$ cat config.mk
export PLATFORM = sky130hd
export DESIGN_NAME = bitblade_brick_issuer
export DESIGN_NICKNAME = d
export VERILOG_FILES = /design/src/rtl/bitblade_brick_issuer.sv
export SDC_FILE = /design/constraint.sdc
export NUM_CORES = 1
export LEC_CHECK = 0
export ABC_AREA = 1
export CAP_MARGIN = 20
export CORE_MARGIN = 3
export CORE_UTILIZATION = 52
export DETAILED_ROUTE_END_ITERATION = 16
export HOLD_SLACK_MARGIN = 0.12
export PLACE_DENSITY = 0.81
export SLEW_MARGIN = 20
export SYNTH_ARGS = -nofsm -noshare
export SYNTH_HDL_FRONTEND = slang
export SYNTH_SLANG_ARGS = --single-unit
$ cat constraint.sdc
create_clock -name i_clk -period 3 [get_ports i_clk]
set_input_delay 0.45 -clock i_clk [delete_from_list [all_inputs] [get_ports i_clk]]
set_output_delay 0.45 -clock i_clk [all_outputs]
set_load 0.005 [all_outputs]
$ cat src/rtl/bitblade_brick_issuer.sv
// Brick issuer: captures one job of LANES activation/weight operands and streams
// one 2-bit brick-plane per cycle (activation digit inner loop, weight digit outer).
module bitblade_brick_issuer #(
  parameter int unsigned LANES = 16
) (
  input  logic                 i_clk,
  input  logic                 i_rst_n,
  input  logic                 i_valid,
  output logic                 o_ready,
  input  logic [8*LANES-1:0]   i_act_vec,
  input  logic [8*LANES-1:0]   i_wgt_vec,
  input  logic [1:0]           i_a_prec,
  input  logic [1:0]           i_w_prec,
  input  logic                 i_a_signed,
  input  logic                 i_w_signed,
  output logic [2*LANES-1:0]   o_activation,
  output logic [2*LANES-1:0]   o_weight,
  output logic                 o_A_signed,
  output logic                 o_W_signed,
  output logic [3:0]           o_shift_amount,
  output logic                 o_valid,
  output logic                 o_first,
  output logic                 o_last,
  output logic                 o_err
);

  localparam logic [0:0] ST_IDLE  = 1'b0;
  localparam logic [0:0] ST_ISSUE = 1'b1;

  logic [0:0]         state_q, state_d;
  logic [8*LANES-1:0] act_q, act_d;
  logic [8*LANES-1:0] wgt_q, wgt_d;
  logic [1:0]         a_top_q, a_top_d;  // index of the top activation digit (DA-1)
  logic [1:0]         w_top_q, w_top_d;  // index of the top weight digit (DW-1)
  logic               a_signed_q, a_signed_d;
  logic               w_signed_q, w_signed_d;
  logic [1:0]         i_q, i_d;
  logic [1:0]         j_q, j_d;
  logic               err_q, err_d;

  logic [1:0] a_top_in, w_top_in;
  logic       legal, accept, is_last, issuing;
  logic [2:0] digit_sum;

  // Highest digit index for a precision code; code 11 maps to 3 but is rejected separately.
  function automatic logic [1:0] top_digit(input logic [1:0] prec);
    case (prec)
      2'b00:   top_digit = 2'd0;
      2'b01:   top_digit = 2'd1;
      default: top_digit = 2'd3;
    endcase
  endfunction

  // Job legality, handshake and term bookkeeping.
  always_comb begin
    a_top_in = top_digit(i_a_prec);
    w_top_in = top_digit(i_w_prec);
    // Largest shift 2*(i+j) must stay within 8, i.e. top digit indices sum to at most 4.
    legal    = (i_a_prec != 2'b11) && (i_w_prec != 2'b11) &&
               (({1'b0, a_top_in} + {1'b0, w_top_in}) <= 3'd4);
    issuing  = (state_q == ST_ISSUE);
    is_last  = issuing && (i_q == a_top_q) && (j_q == w_top_q);
    // Gated by reset so o_ready reads 0 while reset is held.
    o_ready  = i_rst_n && (!issuing || is_last);
    accept   = i_valid && o_ready;
  end

  // Next-state: capture on legal accept, otherwise walk i (inner) then j (outer).
  always_comb begin
    state_d    = state_q;
    act_d      = act_q;
    wgt_d      = wgt_q;
    a_top_d    = a_top_q;
    w_top_d    = w_top_q;
    a_signed_d = a_signed_q;
    w_signed_d = w_signed_q;
    i_d        = i_q;
    j_d        = j_q;
    err_d      = 1'b0;
    if (accept) begin
      i_d = 2'd0;
      j_d = 2'd0;
      if (legal) begin
        state_d    = ST_ISSUE;
        act_d      = i_act_vec;
        wgt_d      = i_wgt_vec;
        a_top_d    = a_top_in;
        w_top_d    = w_top_in;
        a_signed_d = i_a_signed;
        w_signed_d = i_w_signed;
      end else begin
        state_d = ST_IDLE;
        err_d   = 1'b1;
      end
    end else if (issuing) begin
      if (is_last) begin
        state_d = ST_IDLE;
        i_d     = 2'd0;
        j_d     = 2'd0;
      end else if (i_q == a_top_q) begin
        i_d = 2'd0;
        j_d = j_q + 2'd1;
      end else begin
        i_d = i_q + 2'd1;
      end
    end
  end

  // State registers with asynchronous active-low reset.
  always_ff @(posedge i_clk or negedge i_rst_n) begin
    if (!i_rst_n) begin
      state_q    <= ST_IDLE;
      act_q      <= '0;
      wgt_q      <= '0;
      a_top_q    <= 2'd0;
      w_top_q    <= 2'd0;
      a_signed_q <= 1'b0;
      w_signed_q <= 1'b0;
      i_q        <= 2'd0;
      j_q        <= 2'd0;
      err_q      <= 1'b0;
    end else begin
      state_q    <= state_d;
      act_q      <= act_d;
      wgt_q      <= wgt_d;
      a_top_q    <= a_top_d;
      w_top_q    <= w_top_d;
      a_signed_q <= a_signed_d;
      w_signed_q <= w_signed_d;
      i_q        <= i_d;
      j_q        <= j_d;
      err_q      <= err_d;
    end
  end

  // Brick-plane outputs; everything is forced to 0 when no term is issued.
  always_comb begin
    o_activation = '0;
    o_weight     = '0;
    digit_sum    = {1'b0, i_q} + {1'b0, j_q};
    if (issuing) begin
      for (int k = 0; k < LANES; k++) begin
        o_activation[2*k +: 2] = act_q[8*k + int'({i_q, 1'b0}) +: 2];
        o_weight[2*k +: 2]     = wgt_q[8*k + int'({j_q, 1'b0}) +: 2];
      end
    end
    o_valid        = issuing;
    o_first        = issuing && (i_q == 2'd0) && (j_q == 2'd0);
    o_last         = is_last;
    o_A_signed     = issuing && a_signed_q && (i_q == a_top_q);
    o_W_signed     = issuing && w_signed_q && (j_q == w_top_q);
    o_shift_amount = issuing ? {digit_sum, 1'b0} : 4'd0;
    o_err          = err_q;
  end

endmodule

==> results.txt <==
Final critical-path setup slack: 0.0664 ns
TritonCTS clock tree: yes
RD Place Congestion: 0.855
Final layout net count: 2,277
Switch Pwr: 0.00623 W
Max-slew violation count: 0
Antenna-violating nets left: 0
Count of cell types in the netlist: 26
Highest-delay cell along the critical path: dfrtp_4
Die extent in x: 167 um
Share of total power in the clock network: 0.223
Largest stage delay on the critical path: 0.58 ns
Clock root cell: clkbuf_16
Kind of cell with the highest combined delay on the critical path: buffers and inverters
Syn Std Cell Area: 0.0135 mm2
Design area: 0.0182 mm2
Most frequent cells in the layout: 552 x nand2_1, 334 x clkdlybuf4s50_1, 266 x dfrtp_1
Core Box Area: 0.0253 mm2
Highest fanout seen on the critical path: 33
Post-placement worst setup slack: -0.0566 ns
Overall fraction of global-route tracks in use: 0.304
Type of the worst setup path: reg2out
Setup clock skew after layout: 0.0137 ns
Worst slew slack as a fraction of its limit: 0.452
Share of cells above drive strength 1: 0.0558
Power share of the sequential group: 0.385
Wire length of the first global-routing pass: 70.5 mm
Fraction of power consumed by combinational cells: 0.392
Iteration-0 DRC count of the detailed router: 1,578
Sort of element at the end of the critical path: output pin
Leak Pwr: 8.64 nW
Area share of the largest cell type after synthesis: 0.498
Unrepaired setup endpoints after global routing: false
Arrival time reported for the critical path endpoint: 2.48 ns
Final setup violation count: 0
Period Utilization, post-route: 0.978
Routed vias/inst: 5.86
Count of buffers from port buffering: 338
Count of fill cells added during filler insertion: 1,902
Worst voltage drop across the vdd grid: 0.598 mV
Total power density per cell area: 927 mW/mm2
Number of optimization iterations in the first detailed-route pass: 7
Maximum frequency from static timing analysis: 341 MHz
Number of clock buffers inserted by TritonCTS: 29
Number of sinks driven by the clock tree: 268
Mean routed wirelength per cell: 18.5 um
H-tree lvl count: 1
Maximum clock insertion buffer count: 3
Register area share after synthesis: 0.498
Cell taking the most area after synthesis: dfrtp_1
Syn_nets: 2,021
Detail Placement HPWL: 27.7 mm
Cells after Synth: 1,750
Avg Cell Area, Syn: 7.70 um2
Num rows: 58
Post-placement cell area: 0.0171 mm2
Total via count after detailed routing: 13.8k
Area Growth Syn to Fin: 34.8%
Outcome: complete, no violations
Clock latency of the later-clocked register in the worst-skew pair: 0.55 ns
Cell breakdown of the critical path: inv_2, bufbuf_16, o21ai_0, a21oi_1, clkdlybuf4s50_1
Power Internal: 0.0106 W
Number of warnings issued by yosys: 0
Number of I/O pins: 340
Sw Ratio: 0.370
Antenna violations before repair: 2
Chip Height: 167 um
Ranking of synthesized cells by area: dfrtp_1 50%, nand2_1 15%, nand4_1 12%, nor2_1 7.3%, o21ai_0 4.9%
Hold violation total from the final report: 0
DRC errors left: 0
Launching element type of the critical path: register
Bufs and invs on worst path: 3
Core Util, Final: 0.717
Post-synthesis sequential element count: 268
Hold slack: 0.309 ns
Data required time at the worst endpoint: 2.55 ns
Clock input transition at the sequential cells of the worst setup and hold paths: 0.06 ns
Slew @ Worst Pin: 0.821 ns
Starting utilization of the core area: 0.532
Min Tclk post-route: 2.93 ns
Number of global-route vias before repair: 13.7k
Pin count of the biggest net entering global routing: 109
Total Die Area: 0.0279 mm2
GRT Residual Overflow: 0
Final WL: 43.6 mm
Commonest non-fill, non-tap cell in the layout: nand2_1
Hold crit path type: in2reg
Number of violations of the max-capacitance limit: 0
[repair_timing]
item                                    in CTS  in global routing
cloned                                       1                  0
resized for setup                            5                  3
endpoints found under the setup margin      24                  9
hold buffers                                 1                  0
hold endpoints to repair                    42                  0
buffers inserted                             1                  1
[metrics by stage]
stage               setup TNS, ns  std cells  total power [W]
finish                          0       2356           0.0168
global route                    0       2356           0.0180
CTS                             0       2353           0.0168
detailed placement          -1.29       2301           0.0129
global placement                0       2301           0.0126
floorplan                       0       1750           0.0103
[area by class of cell]
class | instances | area [um2] | area share
diodes | 2 | 5.00 | 0.000276
clock buffers | 42 | 825 | 0.0454
clock inverters | 7 | 160 | 0.00882
inverters | 19 | 76.3 | 0.00420
multi-input cells | 1294 | 5880 | 0.324
flip-flops and latches | 268 | 6710 | 0.370
well taps | 330 | 413 | 0.0227
repair buffers | 394 | 4100 | 0.225
[worst min-delay path, stage by stage]
cell and delay [ns]:
buf_6 0.19, nand4_1 0.12, nand2_1 0.05
[power by group through the flow]
stage | clock [W] | combinational, W | sequential, W
floorplan | 0 | 0.00408 | 0.00618
global placement | 0 | 0.00620 | 0.00641
detailed placement | 0 | 0.00642 | 0.00648
CTS | 0.00378 | 0.00657 | 0.00645
global route | 0.00395 | 0.00740 | 0.00668
finish | 0.00375 | 0.00660 | 0.00648
[cell usage after synthesis (all sizes together)]
cell type / number
nand2: 553
dfrtp: 268
nand4: 263
nor2: 262
o21ai: 134
clkbuf: 92
buf: 77
a21oi: 67
inv: 18
ha: 4
nand3: 3
fa: 2
or2: 2
and3: 1
clkinv: 1
conb: 1
nor4: 1
o31ai: 1
[path summary, 6_finish.rpt]
check                                           start                     end  slack (ns)  depth (start not counted)
min in group asynchronous                     i_rst_n      i_q[0]$_DFFE_PN0P_        0.46                          2
max in group asynchronous                     i_rst_n   wgt_q[82]$_DFFE_PN0P_        1.40                          3
worst min register to register  wgt_q[87]$_DFFE_PN0P_   wgt_q[87]$_DFFE_PN0P_        0.48                          2
worst max-delay path               j_q[0]$_DFFE_PN0P_            o_weight[24]        0.07                          5
worst max register to register     i_q[0]$_DFFE_PN0P_  wgt_q[103]$_DFFE_PN0P_        0.54                         10
worst min-delay path                          i_valid   act_q[11]$_DFFE_PN0P_        0.31                          3
[cell families after synthesis]
family / count (synthesis) / share of synthesized area
AO/OA/AOI/OAI: 202 / 0.0755
adder cells (fa/ha/maj): 6 / 0.00669
buffers and inverters: 188 / 0.0676
flip-flops: 268 / 0.498
other: 1 / 0.000278
AND/OR/NAND/NOR: 1085 / 0.352
[flip-flops by register name, indices dropped and copies added (netlist names)]
register and flops:
i_q 2, w_signed_q 1, a_top_q 2, o_valid 1, o_err 1, w_top_q 2, act_q 128, wgt_q 128
a_signed_q 1, j_q 2
[per-layer routing]
metal / part of all wire / wire length, um / track usage / vias up
li1: - / - / - / 6369
met1: 0.39 / 17200 / 0.413 / 6576
met2: 0.48 / 20800 / 0.487 / 762
met3: 0.095 / 4150 / 0.0603 / 100
met4: 0.033 / 1460 / 0.112 / 0
met5: 0 / 0 / 0 / -
(Power assumes the default switching activity.)
